==> src/rtl/mux_rr_arbiter.sv <==
// Round-robin arbiter driving an external 4:1 mux: grants one requester, waits one
// cycle for the mux to settle, captures its output and holds it until accepted.
//
// state | meaning
// IDLE  | no transfer; evaluate req and grant the next channel in rotation
// SEL   | sel/gnt driven, mux settling; capture mux_out on exit
// SEND  | out_data valid, waiting for out_ready
module mux_rr_arbiter #(
  parameter int WIDTH = 4
) (
  input  logic             clk,
  input  logic             rst,
  input  logic [3:0]       req,
  input  logic [WIDTH-1:0] mux_out,
  output logic [1:0]       sel,
  output logic [3:0]       gnt,
  output logic [WIDTH-1:0] out_data,
  output logic             out_valid,
  input  logic             out_ready,
  output logic [7:0]       xfer_cnt
);

  typedef enum logic [1:0] {IDLE, SEL, SEND} state_t;

  state_t     state, state_next;
  logic [1:0] last;
  logic [1:0] win_idx;
  logic [1:0] cand;
  logic       win_found;

  // Scan upward from the channel after the last one served, wrapping at 3.
  always_comb begin
    win_idx   = last;
    win_found = 1'b0;
    cand      = last;
    for (int i = 1; i <= 4; i++) begin
      cand = last + 2'(i);
      if (!win_found && req[cand]) begin
        win_idx   = cand;
        win_found = 1'b1;
      end
    end
  end

  always_comb begin
    state_next = state;
    case (state)
      IDLE:    if (win_found) state_next = SEL;
      SEL:     state_next = SEND;
      SEND:    if (out_ready) state_next = IDLE;
      default: state_next = IDLE;
    endcase
  end

  always_ff @(posedge clk or posedge rst) begin
    if (rst) state <= IDLE;
    else     state <= state_next;
  end

  always_ff @(posedge clk or posedge rst) begin
    if (rst) begin
      sel       <= 2'd0;
      gnt       <= 4'd0;
      out_data  <= '0;
      out_valid <= 1'b0;
      xfer_cnt  <= 8'd0;
      last      <= 2'd3;
    end else begin
      case (state)
        IDLE: begin
          if (win_found) begin
            sel <= win_idx;
            gnt <= 4'b0001 << win_idx;
          end
        end
        SEL: begin
          out_data  <= mux_out;
          out_valid <= 1'b1;
        end
        SEND: begin
          if (out_ready) begin
            out_valid <= 1'b0;
            gnt       <= 4'd0;
            last      <= sel;
            xfer_cnt  <= xfer_cnt + 8'd1;
          end
        end
        default: ;
      endcase
    end
  end

endmodule

==> config.mk <==
export PLATFORM = sky130hd
export DESIGN_NAME = mux_rr_arbiter
export DESIGN_NICKNAME = d
export VERILOG_FILES = /design/src/rtl/mux_rr_arbiter.sv
export SDC_FILE = /design/constraint.sdc
export NUM_CORES = 1
export LEC_CHECK = 0
export ABC_AREA = 0
export CAP_MARGIN = 5
export CORE_AREA = 4 4 65 67
export CTS_CLUSTER_DIAMETER = 80
export CTS_CLUSTER_SIZE = 40
export DETAILED_ROUTE_END_ITERATION = 8
export DIE_AREA = 0 0 69 71
export GPL_ROUTABILITY_DRIVEN = 0
export PLACE_DENSITY = 0.61
export SYNTH_ARGS = -nofsm -noshare
export SYNTH_HDL_FRONTEND = slang
export SYNTH_SLANG_ARGS = --single-unit
==> constraint.sdc <==
create_clock -name clk -period 1.87 [get_ports clk]
set_input_delay 0.187 -clock clk [delete_from_list [all_inputs] [get_ports clk]]
set_output_delay 0.187 -clock clk [all_outputs]
set_load 0.03 [all_outputs]
Word level (Yosys, flattened, before mapping)
Cells that the tools add are included.
W data, S select, Z words.

storage, ports and cells
  bits in registers = 23
  input bits = 11
  logic and storage cells = 58

operators by class
  add/sub/neg operators = 4
  magnitude comparators = 4
  eq/ne operators = 4
  shift operators = 1
  multiplexer cells = 24
  reduce and logical (&&, ||, !) cells = 14

operator list
  operator               count
  $lt A2 B3 Y1 const B   4
  $mux W2                6
  $mux W1                9
  $add A8 B1 Y8 const B  1
  $bmux W1 S2            4
  $mux W4                2
  $pmux W4 S2            1
  $reduce_and A2 Y1      4
  $pmux W2 S3            1
  $add A2 B2 Y2 const B  2
  $ne A2 B2 Y1 const B   2
  $reduce_bool A2 Y1     2
  $shl A1 B2 Y4 const A  1
  $logic_and A1 B1 Y1    3
  $logic_not A1 Y1       3
  $reduce_and A3 Y1      1
  $add A2 B1 Y2 const B  1
  $eq A2 B1 Y1 const B   1
  $eq A2 B2 Y1 const B   1
  $logic_not A2 Y1       1
  $pmux W1 S2            1

Longest topological paths before layout
Gate-level depths: netlist of run 1.

  depth after elaboration = 16
  mapped depth = 5

Worst setup path after synthesis of run 1
Ideal clock, no wire load.

  kind = register -> register
  start = register last[1]
  end = register gnt[3]
  library setup time = 0.133 ns
  arrival = 1.297 ns
  required time = 1.737 ns
  setup slack = 0.440 ns
  stages on the path, launching flop included = 6
  cells stage by stage = dfstp_2 buf_6 mux2i_1 nor2_1 a311oi_4 o21ai_1

on the way
  longest elaborated chain between the ends = 16
  elaborated cells on any way between the ends = 30

ends and longest elaborated chain
  what                           line  RTL
  start, declared                26    logic [1:0] last;
  start signal, assigned         84    last <= sel;
  $add A2 B1 Y2                  37    cand = last + 2'(i);
  $bmux W1 S2                    38    if (!win_found && req[cand]) begin
  $mux W1 (implied by the code)  38
  $mux W1                        38
  $logic_not A1 Y1               38
  $logic_and A1 B1 Y1            38
  $mux W1                        38
  $logic_not A1 Y1               38
  $logic_and A1 B1 Y1            38
  $mux W1                        38
  $logic_not A1 Y1               38
  $logic_and A1 B1 Y1            38
  $mux W2                        38
  $shl A1 B2 Y4                  73    gnt <= 4'b0001 << win_idx;
  $mux W4                        71    if (win_found) begin
  $pmux W4 S2                    69    case (state)
  end signal, assigned           73
  end, declared                  16    output logic [3:0] gnt,

Parallel ways exist; a longest one is shown, timed or not. The select of a mux whose other input is x is not followed.
A chain may end at the register's enable or synchronous reset.

Worst setup path after layout of run 1
  start = register xfer_cnt[3]
  end = output port xfer_cnt[3]

RTL lines
  what                    line  RTL
  start, declared         20    output logic [7:0] xfer_cnt
  start signal, assigned  85    xfer_cnt <= xfer_cnt + 8'd1;

No word-level cell between the ends.

==> reports/results.tsv, run 1 <==
metric	value	unit
post-route ant nets	0	
slowest CP cell	clkdlybuf4s50_1	
Pwr Density	1590	nW/um^2
Total GRT Usage	9.58	%
final core occ	40.3	%
Int Pwr	1.37	mW
Inserted Diodes	0	
unrepaired setup endpoints after global routing	false	
die width	69	um
Final Hold Fails	0	
Net Count, Synth	106	
total CTS buffers	3	
Cells after Synth	94	
FMAX	628	MHz
worst relative slew slack	75.6	%
crit path DAT	1.41	ns
Crit Path Class	flip-flop to output pin	
status	finished, final reports clean	
final wirelength	2210	um
initial antenna violation count	0	
switching share of power	41.0	%
Filler cells	373	
Crit path max-delay family	buffers and inverters	
Gate power share	48.6	%
largest net degree at the start of global routing	13	
min-delay worst type	primary input to asynchronous set/reset pin	
CP max stage delay	0.71	ns
share of cells above drive strength 1	13.3	%
Register Area	578	um^2
Fin Hold WS	0.181	ns
Area Overhead vs Synth	37.0	%
synthesis warning total	0	
Setup violations, final	0	
CP Max Fanout	5	
CP Cell Sequence	clkdlybuf4s50_1	
clock transition at the registers of the reported paths	0.08	ns
core area	3630	um^2
Rows	22	
total clock sinks	23	
syn avg cell area	11.4	um^2
pre-CTS setup slack	0.202	ns
part of the cycle the worst path needs	85.1	%
hold_buf cts	0	
Max Slew Vio Count	0	
setup bufs post-CTS	0	
Clk pwr share	13.0	%
r2r setup slk	0.34	ns
H-tree depth	1	
total chip power	2.32	mW
num ports	30	
total net switching power	952	uW
flops & latches, synth	23	
Final TNS setup	0	ns
routed len/inst	12.6	um
Area contributors post-synth	dfrtp_1 49%, dfstp_2 4.9%, nand2_1 4.9%, xnor2_1 4.9%, mux2_2 4.2%	
Setup WS post-layout	0.278	ns
CP Capture Type	output pin	
Yosys cell types	32	
final net count	141	
number of max-cap violations	0	
die height	71	um
crit path time final	1.59	ns
vias	797	
gr ovfl total	0	
clock root buffer	clkbuf_8	
area of the die	4900	um^2
Setup crit start kind	flip-flop	
vias in the first global route	801	
register share of total power	38.4	%
area leader, netlist	dfrtp_1	
Worst EP required	1.68	ns
Mapped Area	1070	um^2
top-area cell type share of the netlist area	49.1	%
Starting Density	29.4	%
Least-Margin Pin Slew	0.366	ns
area of the multi-input gates	454	um^2
worst skew pair latency	0.26	ns
CTS tree	built	
first-pass GRT wire length	3800	um
1st-iter DRT viols	32	
static leakage	0.647	nW
hpwl dp	1740	um
worst-case clock buffer depth	2	
CP bufs+invs	1	
Seq/Total Area, Yosys	54.0	%
drt via density	4.53	
Worst VDD drop	480	uV
clk_skew	0.00600	ns
Buffers on Ports	29	
post_cts resized	0	
DRT Pass-1 Iters	4	
DRC	0	
==> layer usage <==
layer	global-route usage [%]	vias to the layer above	share of wire (%)
met5	0	-	0
met4	5.86	0	2.4
met3	1.70	4	2.6
met2	14.8	16	46
met1	12.4	385	49
li1	-	392	-
==> state kept, by name (all words and copies together) (netlist names) <==
register	cells
xfer_cnt	8
last	2
out_data	4
state	2
out_valid	1
gnt	4
sel	2
==> kinds of logic after synthesis <==
| kind of cell | Yosys count | share of synthesized area, % |
|---|---|---|
| AND/OR/NAND/NOR | 38 | 18.7 |
| flip-flops | 23 | 54.0 |
| AO/OA/AOI/OAI | 14 | 11.7 |
| XOR/XNOR | 7 | 5.73 |
| buffers and inverters | 6 | 3.51 |
| multiplexers | 5 | 5.15 |
| adder cells (fa/ha/maj) | 1 | 1.17 |
==> path summary, 6_finish.rpt <==
path / from / cells past startpoint / endpoint
worst max-delay path: xfer_cnt[3] / 1 / xfer_cnt[3]
worst min-delay path: rst / 2 / xfer_cnt[6]
worst min register to register: xfer_cnt[7] / 1 / xfer_cnt[7]
worst max register to register: last[1] / 4 / gnt[3]
min in group clk: xfer_cnt[7] / 1 / xfer_cnt[7]
max in group asynchronous: rst / 3 / last[0]
==> cell type report <==
cell class,count,area share (%)
Timing Repair Buffer,32,21.3
Clock buffer,4,3.07
Multi-Input combinational cell,65,31.0
Inverter,4,1.02
Tap cell,48,4.10
Sequential cell,23,39.5
==> placed cells by master, fill, tap and decap left out, types with 3 or more instances in the layout <==
cell type,n
buf_4,3
inv_1,4
dfrtp_1,21
nand3_1,5
mux2_2,4
clkbuf_8,3
clkdlybuf4s50_1,29
nor2_1,8
xnor2_1,6
nand2_1,14
==> per-stage QoR <==
| step | instance area [um^2] | cells |
|---|---|---|
| after floorplan | 1070 | 94 |
| after global placement | 1420 | 172 |
| after detailed placement | 1420 | 172 |
| after CTS | 1470 | 176 |
| after global routing | 1470 | 176 |
| final | 1470 | 176 |
==> power groups by stage <==
stage	clock network, mW	logic, mW	registers [mW]
floorplan	0	0.509	1.13
finish	0.303	1.13	0.892
detailed placement	0	1.14	0.906
global placement	0	1.13	0.894
global route	0.339	1.22	0.930
CTS	0.312	1.15	0.897
==> cells in the mapped netlist, drive strengths merged <==
master / number
xnor2: 6
dfrtp: 21
nand3: 5
o31ai: 2
a21o: 1
mux2i: 1
nand4: 2
o31a: 1
inv: 4
a211o: 1
a21oi: 3
a311oi: 1
xor2: 1
nand2: 14
o21ai: 3
nor3b: 1
nor2: 8
and2b: 1
nand3b: 1
or3: 1
ha: 1
dfstp: 2
and3b: 1
nor2b: 1
and3: 1
mux2: 4
buf: 2
nand2b: 2
a32o: 2
No activity file was read; power rests on OpenSTA's default activity.
==> run 2, diff against run 1 <==
--- a/config.mk
+++ b/config.mk
@@ -6,6 +6,7 @@
 export NUM_CORES = 1
 export LEC_CHECK = 0
 export ABC_AREA = 0
+export ABC_CLOCK_PERIOD_IN_PS = 1870
 export CAP_MARGIN = 5
 export CORE_AREA = 4 4 65 67
 export CTS_CLUSTER_DIAMETER = 80
==> results of run 2 <==
No change in the layout: final DEF, timing and power equal those of run 1.
==> run 3, diff against run 2 <==
--- a/config.mk
+++ b/config.mk
@@ -14,6 +14,7 @@
 export DETAILED_ROUTE_END_ITERATION = 8
 export DIE_AREA = 0 0 69 71
 export GPL_ROUTABILITY_DRIVEN = 0
+export GPL_TIMING_DRIVEN = 0
 export PLACE_DENSITY = 0.61
 export SYNTH_ARGS = -nofsm -noshare
 export SYNTH_HDL_FRONTEND = slang
==> reports/results.tsv, run 3 (same netlist as run 1, synthesis figures left out) <==
metric	value	unit	change
status	finished, final reports clean		
vias in the first global route	886		+11%
DP Area	1420	um^2	unchanged
first-pass GRT wire length	3810	um	+0.18%
Total GRT Usage	9.12	%	-0.46 points
final wirelength	2070	um	-6.7%
part of the cycle the worst path needs	85.1	%	about the same
Crit Path Class	flip-flop to output pin		
Buffers on Ports	29		unchanged
FMAX	628	MHz	about the same
clk_skew	0.00833	ns	+0.00233 ns
Final Hold Fails	0		unchanged
Final TNS setup	0	ns	unchanged
1st-iter DRT viols	24		-25%
Area Overhead vs Synth	37.1	%	about the same
H-tree depth	1		unchanged
worst relative slew slack	46.2	%	-29 points
CP Depth	1		unchanged
die width	69	um	unchanged
worst skew pair latency	0.26	ns	about the same
Pwr Density	1600	nW/um^2	+1.0%
core area	3630	um^2	unchanged
Starting Density	29.4	%	unchanged
final net count	140		-0.71%
Filler cells	385		+3.2%
top register by number of flip-flops	xfer_cnt		
pre-CTS setup slack	0.202	ns	+0.0000640 ns
Inserted Diodes	0		unchanged
Worst VDD drop	609	uV	+27%
Setup WS post-layout	0.278	ns	+0.000251 ns
DRT Pass-1 Iters	4		unchanged
slowest CP cell	clkdlybuf4s50_1		
num ports	30		unchanged
gr ovfl total	0		unchanged
crit path DAT	1.40	ns	about the same
routed len/inst	11.8	um	-6.2%
crit path time final	1.59	ns	-0.000251 ns
post-route cell area	1470	um^2	about the same
CP Capture Type	output pin		
most common cell after layout, fill and taps aside	clkdlybuf4s50_1		
hold_buf cts	0		unchanged
Least-Margin Pin Slew	0.807	ns	+0.441 ns
total clock sinks	23		unchanged
clock transition at the registers of the reported paths	0.08	ns	about the same
CTS tree	built		
CP bufs+invs	1		unchanged
total CTS buffers	3		unchanged
area of the die	4900	um^2	unchanged
CP Max Fanout	5		unchanged
Finished Layout Cells	175		-0.57%
placed cells	171		-0.58%
die height	71	um	unchanged
initial antenna violation count	0		unchanged
Crit path max-delay family	buffers and inverters		
number of max-cap violations	0		unchanged
share of cells above drive strength 1	13.4	%	+0.10 points
static leakage	0.647	nW	about the same
CP Cell Sequence	clkdlybuf4s50_1		
post_cts resized	0		unchanged
highest-count cells in the layout ignoring fill and taps	29 x clkdlybuf4s50_1, 21 x dfrtp_1, 14 x nand2_1, 8 x nor2_1, 6 x xnor2_1		
Max Slew Vio Count	0		unchanged
DRC	0		unchanged
biggest regs	xfer_cnt: 8 flops, gnt: 4 flops, out_data: 4 flops		
max reg flops	8		unchanged
reg2reg path depth	5		+1
Setup crit start kind	flip-flop		
worst-case clock buffer depth	2		unchanged
Rows	22		unchanged
Setup violations, final	0		unchanged
Worst EP required	1.68	ns	about the same
Register Area	578	um^2	unchanged
min-delay worst type	primary input to asynchronous set/reset pin		
unrepaired setup endpoints after global routing	false		
Fin Hold WS	0.381	ns	+0.200 ns
clock root buffer	clkbuf_8		
hpwl dp	1610	um	-7.5%
area of the multi-input gates	454	um^2	unchanged
post-route ant nets	0		unchanged
vias	782		-1.9%
drt via density	4.47		-1.3%
largest net degree at the start of global routing	24		+11
CP max stage delay	0.71	ns	about the same
setup bufs post-CTS	0		unchanged
run 3: worst paths after layout:
path	from	end	slack, ns
hold reg to reg	xfer_cnt[7]	xfer_cnt[7]	0.47
hold / removal	rst	xfer_cnt[7]	0.38
max in group asynchronous	rst	sel[0]	0.98
setup reg to reg	last[1]	gnt[3]	0.31
min in group clk	xfer_cnt[7]	xfer_cnt[7]	0.47
setup / recovery	xfer_cnt[2]	xfer_cnt[2]	0.28
run 3: where the power goes:
group          switching [mW]  total (mW)  leakage (nW)  internal, mW
clock                   0.149       0.297        0.0255         0.148
combinational           0.637        1.19         0.335         0.552
sequential              0.165       0.864         0.286         0.699
total                   0.950        2.35         0.647          1.40
run 3: per-stage QoR:
| step | utilization (%) | power [mW] |
|---|---|---|
| floorplan | - | 1.64 |
| global placement | 39.1 | 2.05 |
| detailed placement | 39.1 | 2.08 |
| CTS | 40.4 | 2.38 |
| global route | 40.4 | 2.51 |
| finish | 40.4 | 2.35 |
run 3: cell type report:
type,count,area share [%]
clock buffers,3,2.82
multi-input cells,65,31.0
flip-flops and latches,23,39.4
repair buffers,29,19.8
plain buffers,2,1.54
clock inverters,1,0.341
inverters,4,1.02
well taps,48,4.10
run 3: metal layers:
metal | part of all wire, % | vias up | track usage (%)
met5 | 0 | - | 0
met1 | 46 | 379 | 10.6
met3 | 4.3 | 2 | 2.13
met2 | 49 | 14 | 16.1
met4 | 1.4 | 0 | 3.90
li1 | - | 387 | -
